==> src/rtl/instruction_fd_ctrl.sv <==
// Multicycle sequencer for the Instruction_FD datapath: owns the PC, fetches, decodes the
// RV64 ld/sd/add/sub/addi/ecall subset and issues one-cycle write strobes plus held selects.
module instruction_fd_ctrl #(
   parameter int unsigned          PC_W     = 32,
   parameter logic [PC_W-1:0]      PC_START = '0,
   parameter int unsigned          PC_STEP  = 1,
   parameter int unsigned          CNT_W    = 16
) (
   input  logic             clk,
   input  logic             rst_n,
   input  logic             start,
   input  logic [31:0]      instruction,
   output logic [PC_W-1:0]  PC_add,
   output logic             PC_load,
   output logic [1:0]       OP_MEM_I,
   output logic             ADD_SUB,
   output logic             WE_reg,
   output logic             WE_mem,
   output logic             halted,
   output logic             illegal,
   output logic [CNT_W-1:0] instr_count,
   output logic [2:0]       state_out
);

   typedef enum logic [2:0] {
      StIdle   = 3'd0,
      StFetch  = 3'd1,
      StDecode = 3'd2,
      StExec   = 3'd3,
      StMem    = 3'd4,
      StWb     = 3'd5,
      StHalt   = 3'd6
   } state_e;

   state_e           state_q, state_d;
   logic [PC_W-1:0]  pc_q, pc_d;
   logic [31:0]      ir_q, ir_d;
   logic [1:0]       op_q, op_d;
   logic             sub_q, sub_d;
   logic             is_mem_q, is_mem_d;
   logic             is_st_q, is_st_d;
   logic             illegal_q, illegal_d;
   logic [CNT_W-1:0] cnt_q, cnt_d;
   logic             retire;

   logic [6:0] opcode;
   logic [2:0] funct3;
   logic       dec_ld, dec_sd, dec_r, dec_addi, dec_ecall;

   assign opcode    = ir_q[6:0];
   assign funct3    = ir_q[14:12];
   assign dec_ld    = (opcode == 7'b0000011) && (funct3 == 3'b011);
   assign dec_sd    = (opcode == 7'b0100011) && (funct3 == 3'b011);
   assign dec_r     = (opcode == 7'b0110011) && (funct3 == 3'b000);
   assign dec_addi  = (opcode == 7'b0010011) && (funct3 == 3'b000);
   assign dec_ecall = (ir_q == 32'h0000_0073);

   always_comb begin
      state_d   = state_q;
      pc_d      = pc_q;
      ir_d      = ir_q;
      op_d      = op_q;
      sub_d     = sub_q;
      is_mem_d  = is_mem_q;
      is_st_d   = is_st_q;
      illegal_d = illegal_q;
      cnt_d     = cnt_q;
      PC_load   = 1'b0;
      WE_reg    = 1'b0;
      WE_mem    = 1'b0;
      retire    = 1'b0;

      case (state_q)
         StIdle: begin
            if (start) state_d = StFetch;
         end
         StFetch: begin
            PC_load = 1'b1;
            ir_d    = instruction;
            state_d = StDecode;
         end
         StDecode: begin
            state_d = StExec;
            if (dec_ld || dec_sd) begin
               op_d     = 2'd1;
               sub_d    = 1'b0;
               is_mem_d = 1'b1;
               is_st_d  = dec_sd;
            end else if (dec_r) begin
               op_d     = 2'd0;
               sub_d    = ir_q[30];
               is_mem_d = 1'b0;
               is_st_d  = 1'b0;
            end else if (dec_addi) begin
               op_d     = 2'd2;
               sub_d    = 1'b0;
               is_mem_d = 1'b0;
               is_st_d  = 1'b0;
            end else begin
               state_d   = StHalt;
               illegal_d = !dec_ecall;
            end
         end
         StExec: begin
            state_d = is_mem_q ? StMem : StWb;
         end
         StMem: begin
            if (is_st_q) begin
               WE_mem = 1'b1;
               retire = 1'b1;
            end else begin
               state_d = StWb;
            end
         end
         StWb: begin
            // rd == x0 suppresses the write but still retires
            WE_reg = (ir_q[11:7] != 5'd0);
            retire = 1'b1;
         end
         StHalt: begin
            state_d = StHalt;
         end
         default: begin
            state_d = StIdle;
         end
      endcase

      // Selects drop back to 0 so they read inactive during the following fetch
      if (retire) begin
         state_d = StFetch;
         pc_d    = pc_q + PC_W'(PC_STEP);
         cnt_d   = (&cnt_q) ? cnt_q : cnt_q + 1'b1;
         op_d    = 2'd0;
         sub_d   = 1'b0;
      end
   end

   always_ff @(posedge clk or negedge rst_n) begin
      if (!rst_n) begin
         state_q   <= StIdle;
         pc_q      <= PC_START;
         ir_q      <= '0;
         op_q      <= '0;
         sub_q     <= 1'b0;
         is_mem_q  <= 1'b0;
         is_st_q   <= 1'b0;
         illegal_q <= 1'b0;
         cnt_q     <= '0;
      end else begin
         state_q   <= state_d;
         pc_q      <= pc_d;
         ir_q      <= ir_d;
         op_q      <= op_d;
         sub_q     <= sub_d;
         is_mem_q  <= is_mem_d;
         is_st_q   <= is_st_d;
         illegal_q <= illegal_d;
         cnt_q     <= cnt_d;
      end
   end

   assign PC_add      = pc_q;
   assign OP_MEM_I    = op_q;
   assign ADD_SUB     = sub_q;
   assign halted      = (state_q == StHalt);
   assign illegal     = illegal_q;
   assign instr_count = cnt_q;
   assign state_out   = state_q;

endmodule

==> config.mk <==
export PLATFORM = sky130hd
export DESIGN_NAME = instruction_fd_ctrl
export DESIGN_NICKNAME = d
export VERILOG_FILES = /design/src/rtl/instruction_fd_ctrl.sv
export SDC_FILE = /design/constraint.sdc
export NUM_CORES = 1
export LEC_CHECK = 0
export BUFFER_PORTS_ARGS = -buffer_cell sky130_fd_sc_hd__buf_4
export CORE_MARGIN = 2
export CORE_UTILIZATION = 48
export DETAILED_ROUTE_END_ITERATION = 16
export MAX_ROUTING_LAYER = met4
export PLACE_DENSITY = 0.76
export RECOVER_POWER = 25
export SYNTH_ARGS = -nofsm -noshare
export SYNTH_HDL_FRONTEND = slang
export SYNTH_SLANG_ARGS = --single-unit
==> constraint.sdc <==
create_clock -name clk -period 1.9 [get_ports clk]
set_clock_uncertainty 0.2 [all_clocks]
set_input_delay 0.38 -clock clk [delete_from_list [all_inputs] [get_ports clk]]
set_output_delay 0.38 -clock clk [all_outputs]
set_load 0.01 [all_outputs]
==> impl_results.md <==
- Status: finished, violations left
- Violated checks: negative setup slack
- Yosys cell types: 35
- Post-Syn Nets: 371
- Total CTS buffers: 9
- Layout Nets: approximately 550
- Period utilisation layout: 104.2%
- Critical path arrival: between 2 and 2.5 ns
- Crit Path Category: flop to flop
- Max-Cap Viols: 0
- Leading area contributor after synthesis: dfrtp_1
- Post-detail-place hpwl: approximately 6300 um
- # rows: 32
- Pwr per Cell Area: around 1200 nW/um^2
- Minimum clock period: between 1.5 and 2 ns
- Final ANT Viol Nets: 0
- Routed WL per cell: between 15 and 20 um
- Starting Density: ~50%
- Worst Max-Slew Pin Slew: between 0.6 and 0.7 ns
- Peak VDD IR: around 0.86 mV
- Startpoint Class: flop
- Later-pin clock latency in the skew report: ~0.35 ns
- CTS tree: yes
- Final worst-path setup slack: -0.08059 ns
- Die width: about 94 um
- Post-route setup TNS: -0.2086 ns
- Commonest cells in the netlist: dfrtp_1, nand2_1, mux2_2
- CP Capture Point: PC_add[30]
- Count leader, synth: dfrtp_1
- Internal cell power: between 4000 and 5000 uW
- Drt first pass iters: 4
- Hold slack: ~0.06 ns
- R2R cell count: 6
- Synth Warn #: 0
- Clk pwr share: between 20% and 30%
- Post-synth EDFFs: 0
- Switch Pwr: about 2100 uW
- Ports: 94
- Antenna violations before repair: 0
- Pins Over Slew Limit: 0
- Port Buf Inserts: 93
- Sw Share: 31.28%
- RR Endpoint: PC_add[30]
- Synthesized cell area: about 3900 um^2
- Die Y: about 94 um
- Number of fill cells: 510
- Endpoints failing setup: 9
- Share of cells above drive strength 1: approximately half
- Sequential fraction of the synthesis area: between 50% and 60%
- Combinational Power Share: ~38%
- Fmax: approximately 500 MHz
- Crit. Startpoint: state_out[1]
- Routed via count: between 3000 and 4000
- Slowest stage delay, CP: ~0.44 ns
- Clk sinks: 89
- Synth top area cells: dfrtp_1, mux2_2, xnor2_1
- CP required: ~2.0 ns
- RSZ-0062 raised after global routing: true
- # diodes: 0
- Clk slew on worst S/H paths: about 0.08 ns
- CP max-delay cell: nor4_4
- Leak: ~0.0029 uW
- H-tree Lvls: 3
- Flop2flop setup slack: -0.08 ns
- DRT Wirelength: about 9500 um
- Vias in the first global route: about 3200
- Hold crit path type: input port to flop
- Total GRT Usage: 21.89%
- Clock root cell: clkbuf_8
- 1st-iter DRT viols: 127
- Worst-path cell chain: and2b_2 > buf_6 > nand3_4 > nor4_4 > nand4_1 > xnor2_1
- Post-synth top area share: 56.91%
- R2R Path Start: state_out[1]
- Largest net degree at the start of global routing: 36
- FFs w/ async S/R, synth: 100.0%
- Layout area overhead: 50.45%
- First-pass GRT wire length: around 15000 um
- Synth Register Bits: slightly below 90
- GRT Residual Overflow: 0
- CP Max Fanout: 5
- Max clock buf depth: 2
- Die ar.: about 8900 um^2
- CP endpoint kind: flop
- Slew margin rel.: between 50% and 60%
- Final hold viol count: 0
- Core area: between 7000 and 8000 um^2
- Predominant post-synthesis flop cell: dfrtp_1
- Placer Congestion: 0.8009
- Residual DRC count: 0
- Vias/cell: 5.152
- Syn Inst Count: 334
- Seq pwr share: around 40%
- Syn avg cell area: between 10 and 15 um^2
## layer usage
metal | wire, um | share of wire (%) | GRT usage [%]
met1 | 4022 | 42 | 27.77
met2 | 4823 | 51 | 35.12
met3 | 555 | 5.9 | 5.859
met4 | 83 | 0.88 | 5.797
met5 | 0 | 0 | -
## critical path: cells and delay by family, from the launching register on
kind                      cells  cell delay (ns)
and+or+nand+nor               4             0.97
DFF                           1             0.39
xor gates and xnor gates      1             0.22
buffers and inverters         1             0.11
## worst min-delay path by stage
stage                              start             end  slack, ns  cells after the start
final                              start    state_out[0]       0.06                      3
after global routing      instruction[9]         ir_q[9]       0.03                      2
after CTS                 instruction[5]         ir_q[5]       0.04                      3
after detailed placement           rst_n  instr_count[6]       0.12                      1
after global placement             rst_n  instr_count[7]       0.11                      1
after floorplan                    rst_n         ADD_SUB      -0.12                      0
## layout make-up
| type | instances | area [um^2] | share of cell area (%) |
|---|---|---|---|
| sequential | 89 | 2231 | 37.89 |
| multi-input combinational | 234 | 1873 | 31.81 |
| timing repair buffer | 177 | 1399 | 23.76 |
| clock buffer | 11 | 131.4 | 2.231 |
| tap | 102 | 127.6 | 2.167 |
| clock inverter | 5 | 103.9 | 1.764 |
| inverter | 6 | 22.52 | 0.3825 |
## sequential cells by signal, summed over array words and instances (netlist names)
register and cells:
PC_add 32, ADD_SUB 1, is_st_q 1, OP_MEM_I 2, is_mem_q 1, ir_q 32, illegal 1, instr_count 16
state_out 3
## repair_timing
action	in CTS	in global routing
hold buffers	1	0
hold endpoints to repair	23	0
buffers inserted	11	20
gates cloned	1	0
setup endpoints to repair	13	50
gates resized for setup	19	37
pin swaps	15	25
## power by group through the flow
stage / Combinational (uW) / Sequential (uW) / Clock (uW)
6_report: 2580 / 2750 / 1520
5_1_grt: 2780 / 2810 / 1630
4_1_cts: 2390 / 2730 / 1550
3_5_place_dp: 2060 / 2760 / 0
3_3_place_gp: 1990 / 2720 / 0
2_1_floorplan: 1160 / 2770 / 0
## cells in the final DEF (no fill, tap or decap), drive strengths merged
| master | count |
|---|---|
| nor2 | 24 |
| or3 | 1 |
| o211ai | 1 |
| and3 | 11 |
| clkinv | 2 |
| o21ai | 6 |
| and2b | 1 |
| nand2b | 2 |
| a211oi | 1 |
| mux2 | 33 |
| o31a | 1 |
| ha | 2 |
| xnor2 | 27 |
| or2 | 2 |
| xor2 | 19 |
| nand2 | 36 |
| nand4b | 1 |
| dfrtp | 89 |
| inv | 6 |
| nor4b | 1 |
| buf | 174 |
| bufinv | 3 |
| nor4bb | 1 |
| a21oi | 2 |
| or4 | 2 |
| clkbuf | 13 |
| nand3 | 22 |
| dlygate4sd3 | 1 |
| nor3b | 3 |
| nand4 | 14 |
| and4 | 3 |
| nor3 | 7 |
| nor4 | 11 |
## kinds of logic (layout without fill, tap and decap cells)
logic type | count (synthesis) | after routing | synth area share, %
multiplexers | 33 | 33 | 9.495
adder cells (fa/ha/maj) | 2 | 2 | 0.6393
AND/OR/NAND/NOR | 142 | 142 | 19.85
XOR/XNOR | 46 | 46 | 10.29
buffers and inverters | 11 | 199 | 1.183
flip-flops | 89 | 89 | 56.91
AO/OA/AOI/OAI | 11 | 11 | 1.631
## per-stage QoR
step	setup WS, ns	power, uW	util (%)	cells	area (um^2)
floorplan	-0.1075	3933	-	334	3948
global route	-0.2288	7216	75.42	624	5888
global placement	-0.08911	4711	66.47	577	5190
finish	-0.08059	6841	75.42	624	5888
CTS	-0.04197	6663	72.16	606	5634
detailed placement	-0.1191	4813	66.47	577	5190
Power figures use the tool's default switching activity.
